`config.mk`:
```
export PLATFORM = sky130hd
export DESIGN_NAME = mem_stage_ctrl
export DESIGN_NICKNAME = d
export VERILOG_FILES = /design/src/rtl/cpu_types_pkg.sv /design/src/rtl/dhit_watchdog.sv /design/src/rtl/mem_stage_ctrl.sv
export SDC_FILE = /design/constraint.sdc
export NUM_CORES = 1
export LEC_CHECK = 0
export CORE_ASPECT_RATIO = 0.6
export CORE_MARGIN = 2
export CORE_UTILIZATION = 36
export CTS_CLUSTER_DIAMETER = 150
export DETAILED_ROUTE_END_ITERATION = 10
export PLACE_DENSITY = 0.82
export SETUP_SLACK_MARGIN = 0.2
export SLEW_MARGIN = 15
export SYNTH_ARGS = -nofsm -noshare
export SYNTH_HDL_FRONTEND = slang
export SYNTH_SLANG_ARGS = --single-unit
```
`constraint.sdc`:
```
create_clock -name CLK -period 2.75 [get_ports CLK]
set_input_delay 0.55 -clock CLK [delete_from_list [all_inputs] [get_ports CLK]]
set_output_delay 0.55 -clock CLK [all_outputs]
set_load 0.05 [all_outputs]
```
`src/rtl/cpu_types_pkg.sv`:
```
// cpu_types_pkg
//   Types shared across the CPU datapath.
//   word_t          : 32-bit datapath word, used for every 32-bit bus
//   memctl_state_t  : MEM-stage dcache requester FSM states
package cpu_types_pkg;

   localparam int WORD_W = 32;

   typedef logic [WORD_W-1:0] word_t;

   typedef enum logic [1:0] {
      MC_IDLE,
      MC_WAIT,
      MC_DONE
   } memctl_state_t;

endpackage

```
`src/rtl/dhit_watchdog.sv`:
```
// dhit_watchdog
//   Counts cycles spent waiting on dcache dhit and raises a sticky flag once
//   the wait reaches DHIT_TIMEOUT. The count saturates, and the flag is
//   cleared only by reset.
// Ports
//   CLK      in  clock, rising edge
//   nRST     in  async reset, active low
//   clear    in  request completed: counter back to 0
//   count_en in  request outstanding without dhit this cycle
//   expired  out sticky timeout flag
module dhit_watchdog #(
   parameter int DHIT_TIMEOUT = 256,
   parameter int CNT_W        = 9
) (
   input  logic CLK,
   input  logic nRST,
   input  logic clear,
   input  logic count_en,
   output logic expired
);

   localparam logic [CNT_W-1:0] LIMIT = CNT_W'(DHIT_TIMEOUT);

   logic [CNT_W-1:0] cnt;
   logic [CNT_W-1:0] cnt_nxt;

   always_comb begin
      cnt_nxt = cnt;
      if (clear)
         cnt_nxt = '0;
      else if (count_en && (cnt != LIMIT))
         cnt_nxt = cnt + 1'b1;
   end

   // The flag sets on the edge where the count reaches LIMIT, so it is
   // visible right after the DHIT_TIMEOUT-th unanswered request cycle.
   always_ff @(posedge CLK or negedge nRST) begin
      if (!nRST) begin
         cnt     <= '0;
         expired <= 1'b0;
      end else begin
         cnt <= cnt_nxt;
         if (cnt_nxt == LIMIT)
            expired <= 1'b1;
      end
   end

endmodule

```
`src/rtl/mem_stage_ctrl.sv`:
```
// mem_stage_ctrl
//   MEM-stage data-memory requester. Issues dcache read/write requests for
//   the instruction in EX/MEM, stalls the pipeline until dhit, and hands load
//   data to MEM/WB. It also owns the sticky halt.
// Ports
//   CLK, nRST                     clock / async active-low reset
//   ihit                          pipeline-advance enable
//   memread_in, memwrite_in       EX/MEM load / store flags
//   addr_in, store_in             EX/MEM address and store data
//   halt_in                       halt instruction in MEM
//   dhit, dmemload                dcache completion and load data
//   dmemREN, dmemWEN              dcache read / write requests
//   dmemaddr, dmemstore           request address / store data
//   load_data_out                 load data to MEM/WB
//   mem_stall                     pipeline-wide stall
//   halt_out                      sticky halt
//   timeout_err                   sticky dhit watchdog timeout
module mem_stage_ctrl
   import cpu_types_pkg::*;
#(
   parameter int DHIT_TIMEOUT = 256,
   parameter int CNT_W        = 9
) (
   input  logic  CLK,
   input  logic  nRST,
   input  logic  ihit,
   input  logic  memread_in,
   input  logic  memwrite_in,
   input  word_t addr_in,
   input  word_t store_in,
   input  logic  halt_in,
   input  logic  dhit,
   input  word_t dmemload,
   output logic  dmemREN,
   output logic  dmemWEN,
   output word_t dmemaddr,
   output word_t dmemstore,
   output word_t load_data_out,
   output logic  mem_stall,
   output logic  halt_out,
   output logic  timeout_err
);

   memctl_state_t state, state_nxt;
   word_t         captured;
   logic          halted;
   logic          op;
   logic          req;
   logic          stall;
   logic          advance;

   assign op      = (memread_in | memwrite_in) & ~halted;
   assign advance = ihit & ~stall;

   always_comb begin
      state_nxt = state;
      req       = 1'b0;
      stall     = 1'b0;
      case (state)
         MC_IDLE, MC_WAIT: begin
            if (op) begin
               req   = 1'b1;
               stall = ~dhit;
               // On the hit cycle stall is 0, so advance reduces to ihit.
               if (dhit)
                  state_nxt = ihit ? MC_IDLE : MC_DONE;
               else
                  state_nxt = MC_WAIT;
            end else begin
               state_nxt = MC_IDLE;
            end
         end
         // Request already served; hold off so a store is not repeated
         // while the pipeline is frozen by something else.
         MC_DONE: begin
            if (ihit)
               state_nxt = MC_IDLE;
         end
         default: state_nxt = MC_IDLE;
      endcase
   end

   always_ff @(posedge CLK or negedge nRST) begin
      if (!nRST) begin
         state    <= MC_IDLE;
         captured <= '0;
         halted   <= 1'b0;
      end else begin
         state <= state_nxt;
         if (req && dhit)
            captured <= dmemload;
         if (halt_in && advance)
            halted <= 1'b1;
      end
   end

   dhit_watchdog #(
      .DHIT_TIMEOUT (DHIT_TIMEOUT),
      .CNT_W        (CNT_W)
   ) u_wd (
      .CLK      (CLK),
      .nRST     (nRST),
      .clear    (req & dhit),
      .count_en (req & ~dhit),
      .expired  (timeout_err)
   );

   // Every output is forced to 0 while reset is held; a request that is
   // pulled mid-wait this way is treated as cancelled by the dcache.
   assign dmemWEN       = nRST & req & memwrite_in;
   assign dmemREN       = nRST & req & memread_in & ~memwrite_in;
   assign dmemaddr      = nRST ? addr_in  : '0;
   assign dmemstore     = nRST ? store_in : '0;
   assign load_data_out = !nRST ? '0 : (dhit ? dmemload : captured);
   assign mem_stall     = nRST & stall;
   assign halt_out      = halted;

endmodule

```
==> flow_summary.ini <==
[status]
status = finished clean

[timing]
drv_slew = 0
tightest_slew_ns = 0.535
rsz0062_at_grt = false
holdWs_ns = 0.0930
final.setup.worst_slack_ns = 0.352
fmax_ghz = 0.417
finalHoldViolCount = 0
fin_tns_setup_ns = 0
fin_skew_ns = 0.00537
relSlewSlack_pct = 64.4
finalCriticalPeriod_ns = 2.40
post-route-period-util_pct = 87.2
finalSetupViolations = 0

[power_and_ir_drop]
p_per_area_mw_per_mm2 = 489
internal_power_mw = 1.94
power_leakage_nw = 2.81
peakVddDrop_mv = 0.318
pwr-share-comb_pct = 46.4
power_switching_mw = 1.07
netSwitchingFraction_pct = 35.6
seq_power_share_pct = 30.5
clockPowerShare_pct = 23.1

[layout]
final_common_cell = clkdlybuf4s50_1
antenna_cells = 0
syn2layout_area_growth_pct = 105
final_cell_mix = clkdlybuf4s50_1 (102), nand2_1 (101), buf_12 (82)
nets = 659
layout-drive-gt1-share_pct = 27.7
fin_cells = 663

[clock_network]
clkTransAtPathRegs_ns = 0.06
post-cts-setup-buffer-count = 0
cts_max_level = 2
clock-sinks = 45
cts_buffers = 5
insertion_delay_ns = 0.28
cts.path.max_buffers = 2
root_buffer = clkbuf_16
cts_tree = done
ctsHoldBuffers = 0

[place]
hpwlAfterDp_mm = 8.57
dp_cells = 655
gp_congestion = 0.888
port_buffers = 203
pre_cts_slack_ns = 0.134

[worst_setup_path]
slowest_delay_ns = 0.49
crit-reg2reg-launch = u_wd.cnt[0]
r2r_cells = 7
r2r_end = u_wd.expired
rrSetupSlack_ns = 0.57
cp-end-kind = output pin
critical_path_peak_fanout = 8
crit_slowest_cell = clkdlybuf4s50_1
cp-start-kind = primary input
required_ns = 2.20
critPathKind = in2out
crit_arrival_ns = 1.85
path_cells = clkdlybuf4s50_1, nor2_4, nor3_4, buf_4, and2_1, buf_12

[logic_synthesis]
synthSimpleGateAreaFrac_pct = 41.6
synth_compound_area_share_pct = 3.89
synth_fa_ha_area_share_pct = 0.836
syn-mean-instance-area_um2 = 8.31
syn_nets = 465
synthMuxAreaShare_pct = 10.7
synthArstFlopShare_pct = 100
synth-edff-count = 0
yosysUniqueCellTypes = 39
syn_inst = 360
synth-seq-area-share_pct = 37.6
ys_warn_count = 0
synth-xor-area-share_pct = 1.17
synth_area_mm2 = 0.00299
ys.flop_type = dfrtp_1
synth_top_family_by_area = simple AND/OR/NAND/NOR gates
yosys_register_bits = 45

[grt]
grt_max_degree = 53
grt_pass1_vias = 3113
antenna_found_initial = 0
grt_overflow_total = 0
grt_usage_pct = 22.6
grt_first_pass_wirelength_mm = 16.1

[die]
pin_count = 204
die_y_um = 74.6
initial_utilization_pct = 37.5
dieArea_mm2 = 0.00908
die_w_um = 122
num_rows = 25
core_mm2 = 0.00798

[route]
drt_pass1_iterations = 6
via_count = 3218
final_antenna_net_count = 0
route.detailed.drc = 0
vias_per_cell = 4.85
routed_wl_mm = 10.7
drt_iter0_markers = 211
wl_per_cell_um = 16.1

[worst_hold_path]
hold_path.class = in2async

[flow_run]
maxCapViolCount = 0
## power groups by stage
stage,Clock [mW],Combinational (mW),Sequential [mW]
after CTS,0.702,1.40,0.915
after floorplan,0,0.740,0.893
final,0.695,1.39,0.917
after detailed placement,0,1.40,0.922
after global routing,0.735,1.47,0.935
after global placement,0,1.36,0.912
## cell type report
type	instances	area [um^2]
Clock buffer	7	143
Clock inverter	1	30.0
Fill cell	509	1830
Inverter	5	18.8
Multi-Input combinational cell	285	1820
Sequential cell	45	1130
Tap cell	108	135
Timing Repair Buffer	212	2870
## worst max-delay path, delay by kind of cell
family,cells,cell delay [ns]
buf+inv,3,0.82
simple gates,3,0.48
## stage by stage
| step | util (%) | area [um^2] | total power [mW] |
|---|---|---|---|
| 6_report | 77.1 | 6150 | 3.01 |
| 5_1_grt | 77.1 | 6150 | 3.14 |
| 4_1_cts | 77.0 | 6140 | 3.02 |
| 3_5_place_dp | 74.8 | 5970 | 2.32 |
| 3_3_place_gp | 74.8 | 5970 | 2.27 |
| 2_1_floorplan | - | 3070 | 1.63 |
## registers in the layout, indices dropped and copies added, names as in the netlist
register      cells
state             2
captured         32
u_wd.expired      1
halt_out          1
u_wd.cnt          9
## worst max path at each step
stage                             end         from
finish                      mem_stall  memwrite_in
global route                mem_stall     halt_out
CTS                         mem_stall   memread_in
detailed placement       u_wd.expired  memwrite_in
global placement         u_wd.expired   memread_in
floorplan           load_data_out[10]         dhit
## logic make-up (layout without fill, tap and decap cells)
kind of cell    count (synthesis)  in the layout
buf+inv                        30            225
flops                          45             45
compound gates                 14             14
simple gates                  233            233
fa+ha+maj                       2              2
xor+xnor                        4              4
mux                            32             32
## routing by layer
layer	track usage, %	vias up	part of all wire [%]
li1	-	1546	-
met1	30.3	1530	44
met2	38.3	131	49
met3	5.61	11	6.7
met4	3.96	0	0.95
met5	0	-	0
## synth_stat cells, drive strengths merged, types with 2 or more instances
master	n	share of area, %
nor4b	2	1.6
xor2	3	0.88
nand2	102	13
nand3	4	0.67
dfrtp	45	38
and3	2	0.42
o21ai	2	0.33
mux2i	32	11
clkbuf	18	2.3
nor4	5	1.0
nor2b	33	6.9
nand4b	3	0.88
ha	2	0.84
o31a	2	0.59
buf	7	1.3
inv	5	0.63
and2	68	14
a21oi	2	0.33
nor2	6	0.75
## repair_timing
| item | CTS | global route |
|---|---|---|
| endpoints found under the setup margin | 1 | 1 |
| resized for setup | 1 | 1 |
| pin swaps | 0 | 0 |
No activity file was read; power rests on OpenSTA's default activity.
